--- src/rtl/l1_sequencer.sv ---
// L1 signalling sequencer: stages one packet, burst-loads it into the
// parameter store, and streams it to the packer by rotating the store.
module l1_sequencer #(
   parameter int L1_LEN = 67,
   parameter int CW     = 8
) (
   input  logic       CLK,
   input  logic       RST,
   input  logic [7:0] CFG_DATA,
   input  logic       CFG_VALID,
   input  logic       CFG_START,
   output logic       CFG_READY,
   input  logic       L1_REQ,
   input  logic [7:0] L1_DATA_OUT,
   output logic [7:0] L1_DATA_IN,
   output logic       L1_LOAD,
   output logic       L1_SHIFT,
   output logic [7:0] OUT_DATA,
   output logic       OUT_VALID,
   input  logic       OUT_READY,
   output logic       OUT_LAST,
   output logic       L1_VALID,
   output logic       REQ_DROP,
   output logic       SYNC_ERR
);

   localparam int AW = $clog2(L1_LEN);
   localparam logic [CW-1:0] LAST = CW'(L1_LEN - 1);

   typedef enum logic [1:0] {
      IDLE,
      PREP,
      LOAD,
      SEND
   } state_e;

   state_e        state_q;
   logic [7:0]    stage_q [L1_LEN];
   logic [CW-1:0] wr_cnt_q;
   logic [CW-1:0] rd_addr_q;
   logic [CW-1:0] tx_cnt_q;
   logic [CW-1:0] rd_nxt;
   logic [AW-1:0] wr_idx;
   logic [AW-1:0] rd_idx;
   logic [7:0]    din_q;
   logic          pending_q;
   logic          req_q;
   logic          valid_q;
   logic          load_q;
   logic          rdy_en_q;
   logic          drop_q;
   logic          serr_q;
   logic          accept;
   logic          wr_en;
   logic          pend_set;
   logic          shift;

   assign CFG_READY  = rdy_en_q & ~pending_q & (state_q != LOAD);
   assign accept     = CFG_VALID & CFG_READY;
   assign wr_en      = accept & (CFG_START | (wr_cnt_q != '0));
   assign wr_idx     = CFG_START ? '0 : wr_cnt_q[AW-1:0];
   assign pend_set   = accept & ~CFG_START & (wr_cnt_q == LAST);
   assign rd_nxt     = rd_addr_q + CW'(1);
   assign rd_idx     = (state_q == PREP) ? '0 : rd_nxt[AW-1:0];

   assign OUT_VALID  = (state_q == SEND);
   assign OUT_DATA   = OUT_VALID ? L1_DATA_OUT : '0;
   assign shift      = OUT_VALID & OUT_READY;
   assign L1_SHIFT   = shift;
   assign OUT_LAST   = OUT_VALID & (tx_cnt_q == LAST);
   assign L1_LOAD    = load_q;
   assign L1_DATA_IN = din_q;
   assign L1_VALID   = valid_q;
   assign REQ_DROP   = drop_q;
   assign SYNC_ERR   = serr_q;

   // Staging buffer storage; contents need no reset.
   always_ff @(posedge CLK) begin
      if (wr_en) stage_q[wr_idx] <= CFG_DATA;
   end

   // Staging byte counter, resync detection and ready enable.
   always_ff @(posedge CLK or negedge RST) begin
      if (!RST) begin
         wr_cnt_q <= '0;
         serr_q   <= 1'b0;
         rdy_en_q <= 1'b0;
      end else begin
         rdy_en_q <= 1'b1;
         serr_q   <= accept & CFG_START & (wr_cnt_q != '0);
         if (accept) begin
            if (CFG_START)
               wr_cnt_q <= CW'(1);
            else if (wr_cnt_q == LAST)
               wr_cnt_q <= '0;
            else if (wr_cnt_q != '0)
               wr_cnt_q <= wr_cnt_q + CW'(1);
         end
      end
   end

   // Main controller: request latch, burst load and rotating send.
   always_ff @(posedge CLK or negedge RST) begin
      if (!RST) begin
         state_q   <= IDLE;
         rd_addr_q <= '0;
         tx_cnt_q  <= '0;
         pending_q <= 1'b0;
         req_q     <= 1'b0;
         valid_q   <= 1'b0;
         load_q    <= 1'b0;
         din_q     <= '0;
         drop_q    <= 1'b0;
      end else begin
         drop_q <= 1'b0;
         if (pend_set) pending_q <= 1'b1;
         if (L1_REQ) begin
            if ((state_q == SEND) || req_q || (!valid_q && !pending_q))
               drop_q <= 1'b1;
            else
               req_q <= 1'b1;
         end
         unique case (state_q)
            IDLE: begin
               if (pending_q) begin
                  state_q <= PREP;
               end else if (req_q && valid_q) begin
                  state_q  <= SEND;
                  req_q    <= 1'b0;
                  tx_cnt_q <= '0;
               end
            end
            PREP: begin
               rd_addr_q <= '0;
               din_q     <= stage_q[rd_idx];
               load_q    <= 1'b1;
               state_q   <= LOAD;
            end
            LOAD: begin
               if (rd_addr_q == LAST) begin
                  load_q    <= 1'b0;
                  din_q     <= '0;
                  pending_q <= 1'b0;
                  valid_q   <= 1'b1;
                  state_q   <= IDLE;
               end else begin
                  rd_addr_q <= rd_nxt;
                  din_q     <= stage_q[rd_idx];
               end
            end
            SEND: begin
               if (shift) begin
                  if (tx_cnt_q == LAST) begin
                     tx_cnt_q <= '0;
                     state_q  <= IDLE;
                  end else begin
                     tx_cnt_q <= tx_cnt_q + CW'(1);
                  end
               end
            end
            default: state_q <= IDLE;
         endcase
      end
   end

endmodule

--- config.mk ---
export PLATFORM = sky130hd
export DESIGN_NAME = l1_sequencer
export DESIGN_NICKNAME = d
export VERILOG_FILES = /design/src/rtl/l1_sequencer.sv
export SDC_FILE = /design/constraint.sdc
export NUM_CORES = 1
export LEC_CHECK = 0
export CAP_MARGIN = 20
export CORE_MARGIN = 2
export CORE_UTILIZATION = 55
export CTS_CLUSTER_SIZE = 14
export DETAILED_ROUTE_END_ITERATION = 6
export MAX_ROUTING_LAYER = met4
export PLACE_DENSITY = 0.72
export SLEW_MARGIN = 0
export SYNTH_ARGS = -nofsm -noshare
export SYNTH_HDL_FRONTEND = slang
export SYNTH_SLANG_ARGS = --single-unit
--- constraint.sdc ---
create_clock -name CLK -period 5.2 [get_ports CLK]
set_clock_uncertainty 0.05 [all_clocks]
set_input_delay 1.3 -clock CLK [delete_from_list [all_inputs] [get_ports CLK]]
set_output_delay 1.3 -clock CLK [all_outputs]
set_load 0.02 [all_outputs]
==> flow_metrics.tcl <==
set metrics [dict create \
    clk-insertion-delay-late_ns 0.61 \
    synth_edf_count 536 \
    die_area_um2 45100 \
    tritoncts "built" \
    critPathRequiredTime_ns 5.38 \
    report.final.setup_viol 0 \
    arrival_ns 4.17 \
    syn_avg_cell_area_um2 14.5 \
    worst_slew_pin_tran_ns 1.27 \
    grt_first_pass_wirelength_um 90500 \
    clock_buffer_count_from_cts 55 \
    rsz0062_at_grt "no" \
    crit_family "simple AND/OR/NAND/NOR gates" \
    cts.clk_slew.worst_paths_ns 0.06 \
    timing_max_transition_violations_final 0 \
    cts-root-to-sink-buffers 3 \
    power_per_cell_area_nw_per_um2 348 \
    antenna_found_initial 0 \
    hold_buffers 0 \
    dp.final_hpwl_um 37700 \
    synth_nets 1676 \
    htree_levels 2 \
    synth_cell_types 71 \
    fmaxAchievable_ghz 0.251 \
    post_cts_buffers 0 \
    top_level_ports 46 \
    yosysWarnings 0 \
    antenna_cells_inserted 0 \
    synth_async_sr_flop_share_pct 7.11 \
    drt_pre_antenna_iters 6 \
    pin_count_of_the_biggest_net_entering_global_routing 78 \
    global_route.usage.total_pct 28.4 \
    routed_wirelength_um 61600 \
    drc_errors 0 \
    via_count_of_the_first_global_routing_pass 14500 \
    initial_core_util_pct 55.5 \
    timing.critical_path.slowest_stage_cell "sky130_fd_sc_hd__nor2_1" \
    numClockSinks 577 \
    postRouteAntennaNets 0 \
    die-height_um 212 \
    detailedRoute.firstIterationViolations 2222 \
    cts_root_buf "sky130_fd_sc_hd__clkbuf_16" \
    final_hold_viol_count 0 \
    timing.max_cap.violations 0 \
    cp-start-kind "input pin" \
    number_of_nets_in_the_final_layout 1712 \
    setup_tns_ns 0 \
    final_period_minus_worst_setup_slack_ns 3.99 \
    most_frequently_used_flop_master_after_synthesis "sky130_fd_sc_hd__edfxtp_1" \
    holdCritPathClass "register to register" \
    cp_cell_sequence "clkdlybuf4s50_1 > o21ai_1 > nor3_1 > nand2_1 > nor2_1" \
    synthesized_cell_area_um2 23900 \
    placementRows 76 \
    min_period_over_period_pct 76.7 \
    buf_inv_stages_crit_path 1 \
    syn_to_final_growth_pct 11.3 \
    dr_total_vias 15100 \
    filler_cell_count 3176 \
    port_buffers 45 \
    critical_path.max_fanout 14 \
    relSlewSlack_pct 15.6 \
    route.detailed.wl_per_inst_um 26.7 \
    ys_ff_latch 577 \
    drt-vias-per-instance 6.55 \
    core_area_um2 43000 \
    critical_path.endpoint_type "register" \
    worst-setup-path-type "input pin to register" \
    cts_resized 0 \
    place_congestion 0.967 \
    drive_above_1_share_pct 13.4 \
    sequential_share_of_the_synthesized_area_pct 71.7 \
    whs_ns 0.422 \
    die_width_um 212 \
    vdd_ir_drop_max_v 0.000297 \
    cpPeakStageDelay_ns 0.77 \
    status "completed" \
    static-leakage-power_nw 8.58 \
    grt.overflow.total 0 \
    number_of_standard_cells_after_synthesis 1642 \
    fin_util_pct 61.8 \
]
==> path summary, 6_finish.rpt <==
| check | start | end | slack (ns) | cells after the start |
|---|---|---|---|---|
| max in group asynchronous | RST | rd_addr_q[0] | 3.52 | 1 |
| worst min register to register | tx_cnt_q[7] | tx_cnt_q[7] | 0.42 | 1 |
| min in group asynchronous | RST | wr_cnt_q[5] | 0.81 | 1 |
| worst max-delay path | CFG_START | stage_q[42][4] | 1.21 | 5 |
| worst max register to register | rd_addr_q[0] | L1_DATA_IN[4] | 1.23 | 9 |
| worst min-delay path | tx_cnt_q[7] | tx_cnt_q[7] | 0.42 | 1 |
==> Yosys cell counts (23+ instances only) <==
library cell	number	area (um^2)
sky130_fd_sc_hd__clkbuf_1	29	109
sky130_fd_sc_hd__mux2_2	72	811
sky130_fd_sc_hd__o221ai_1	36	315
sky130_fd_sc_hd__mux2i_1	23	230
sky130_fd_sc_hd__edfxtp_1	536	16100
sky130_fd_sc_hd__nor2_1	157	589
sky130_fd_sc_hd__o22ai_1	136	851
sky130_fd_sc_hd__a21oi_1	77	385
sky130_fd_sc_hd__dfrtp_1	41	1030
sky130_fd_sc_hd__o21ai_0	88	440
sky130_fd_sc_hd__nand2_1	79	297
sky130_fd_sc_hd__buf_2	53	265
==> cell families after synthesis <==
logic type      after synthesis  share of synthesized area (%)
compound gates              461                           12.6
xor+xnor                      5                          0.325
fa+ha+maj                    12                          0.629
buf+inv                     121                           2.59
flops                       577                           71.7
mux                         104                           5.21
other cells                   1                         0.0157
simple gates                361                           6.97
==> routing by layer <==
metal	global-route usage (%)	vias up	share of wire, %
met5	-	-	0
met2	43.6	908	47
li1	-	6538	-
met1	38.0	7534	39
met4	12.1	0	4.0
met3	4.79	151	9.5
==> registers in the layout, summed over array words and instances, names as in the netlist, 2 cells and up <==
signal and flops:
tx_cnt_q 8, stage_q 536, rd_addr_q 8, wr_cnt_q 8
state_q 2, L1_DATA_IN 8
==> through the flow <==
stage / cells / power, mW / instance area (um^2) / setup WS (ns)
floorplan: 1642 / 5.30 / 23900 / 2.33
global route: 2310 / 9.48 / 26600 / 1.05
detailed placement: 2204 / 5.45 / 24800 / 0.681
global placement: 2204 / 5.44 / 24800 / 0.749
finish: 2310 / 9.25 / 26600 / 1.21
CTS: 2308 / 9.28 / 26500 / 1.31
==> cell type report <==
cell class | count | area (um^2) | area share (%)
Tap cell | 585 | 732 | 2.75
Sequential cell | 577 | 17100 | 64.4
Clock inverter | 33 | 273 | 1.03
Inverter | 15 | 56.3 | 0.212
Timing Repair Buffer | 85 | 743 | 2.80
Clock buffer | 71 | 1480 | 5.56
Multi-Input combinational cell | 944 | 6160 | 23.2
==> cell usage in the layout (no fill, tap or decap), types with 13 or more instances in the layout <==
cell type,netlist,routed
sky130_fd_sc_hd__nand2b_1,14,13
sky130_fd_sc_hd__mux2_2,72,72
sky130_fd_sc_hd__and3_1,14,14
sky130_fd_sc_hd__a22oi_1,16,16
sky130_fd_sc_hd__dfrtp_1,41,40
sky130_fd_sc_hd__clkbuf_1,29,13
sky130_fd_sc_hd__o221ai_1,36,36
sky130_fd_sc_hd__nor2b_1,22,22
sky130_fd_sc_hd__inv_1,13,13
sky130_fd_sc_hd__a22o_1,15,15
sky130_fd_sc_hd__nand3_1,21,21
sky130_fd_sc_hd__buf_4,11,37
sky130_fd_sc_hd__o22ai_1,136,136
sky130_fd_sc_hd__edfxtp_1,536,536
sky130_fd_sc_hd__and2_1,16,16
sky130_fd_sc_hd__clkinv_1,0,14
sky130_fd_sc_hd__mux2i_1,23,23
sky130_fd_sc_hd__nand2_1,79,79
sky130_fd_sc_hd__clkbuf_16,0,56
sky130_fd_sc_hd__a21oi_1,77,76
sky130_fd_sc_hd__o21ai_0,88,88
sky130_fd_sc_hd__a221oi_1,17,17
sky130_fd_sc_hd__nor2_1,157,157
sky130_fd_sc_hd__clkdlybuf4s50_1,0,36
==> power by group <==
part           internal [mW]  leakage (nW)  switching (mW)  total [mW]
Combinational         0.0532          2.34           0.174       0.227
Sequential              5.10          5.38          0.0258        5.13
Clock                   2.21         0.858            1.69        3.90
Total                   7.36          8.58            1.89        9.25
Power figures use the tool's default switching activity.
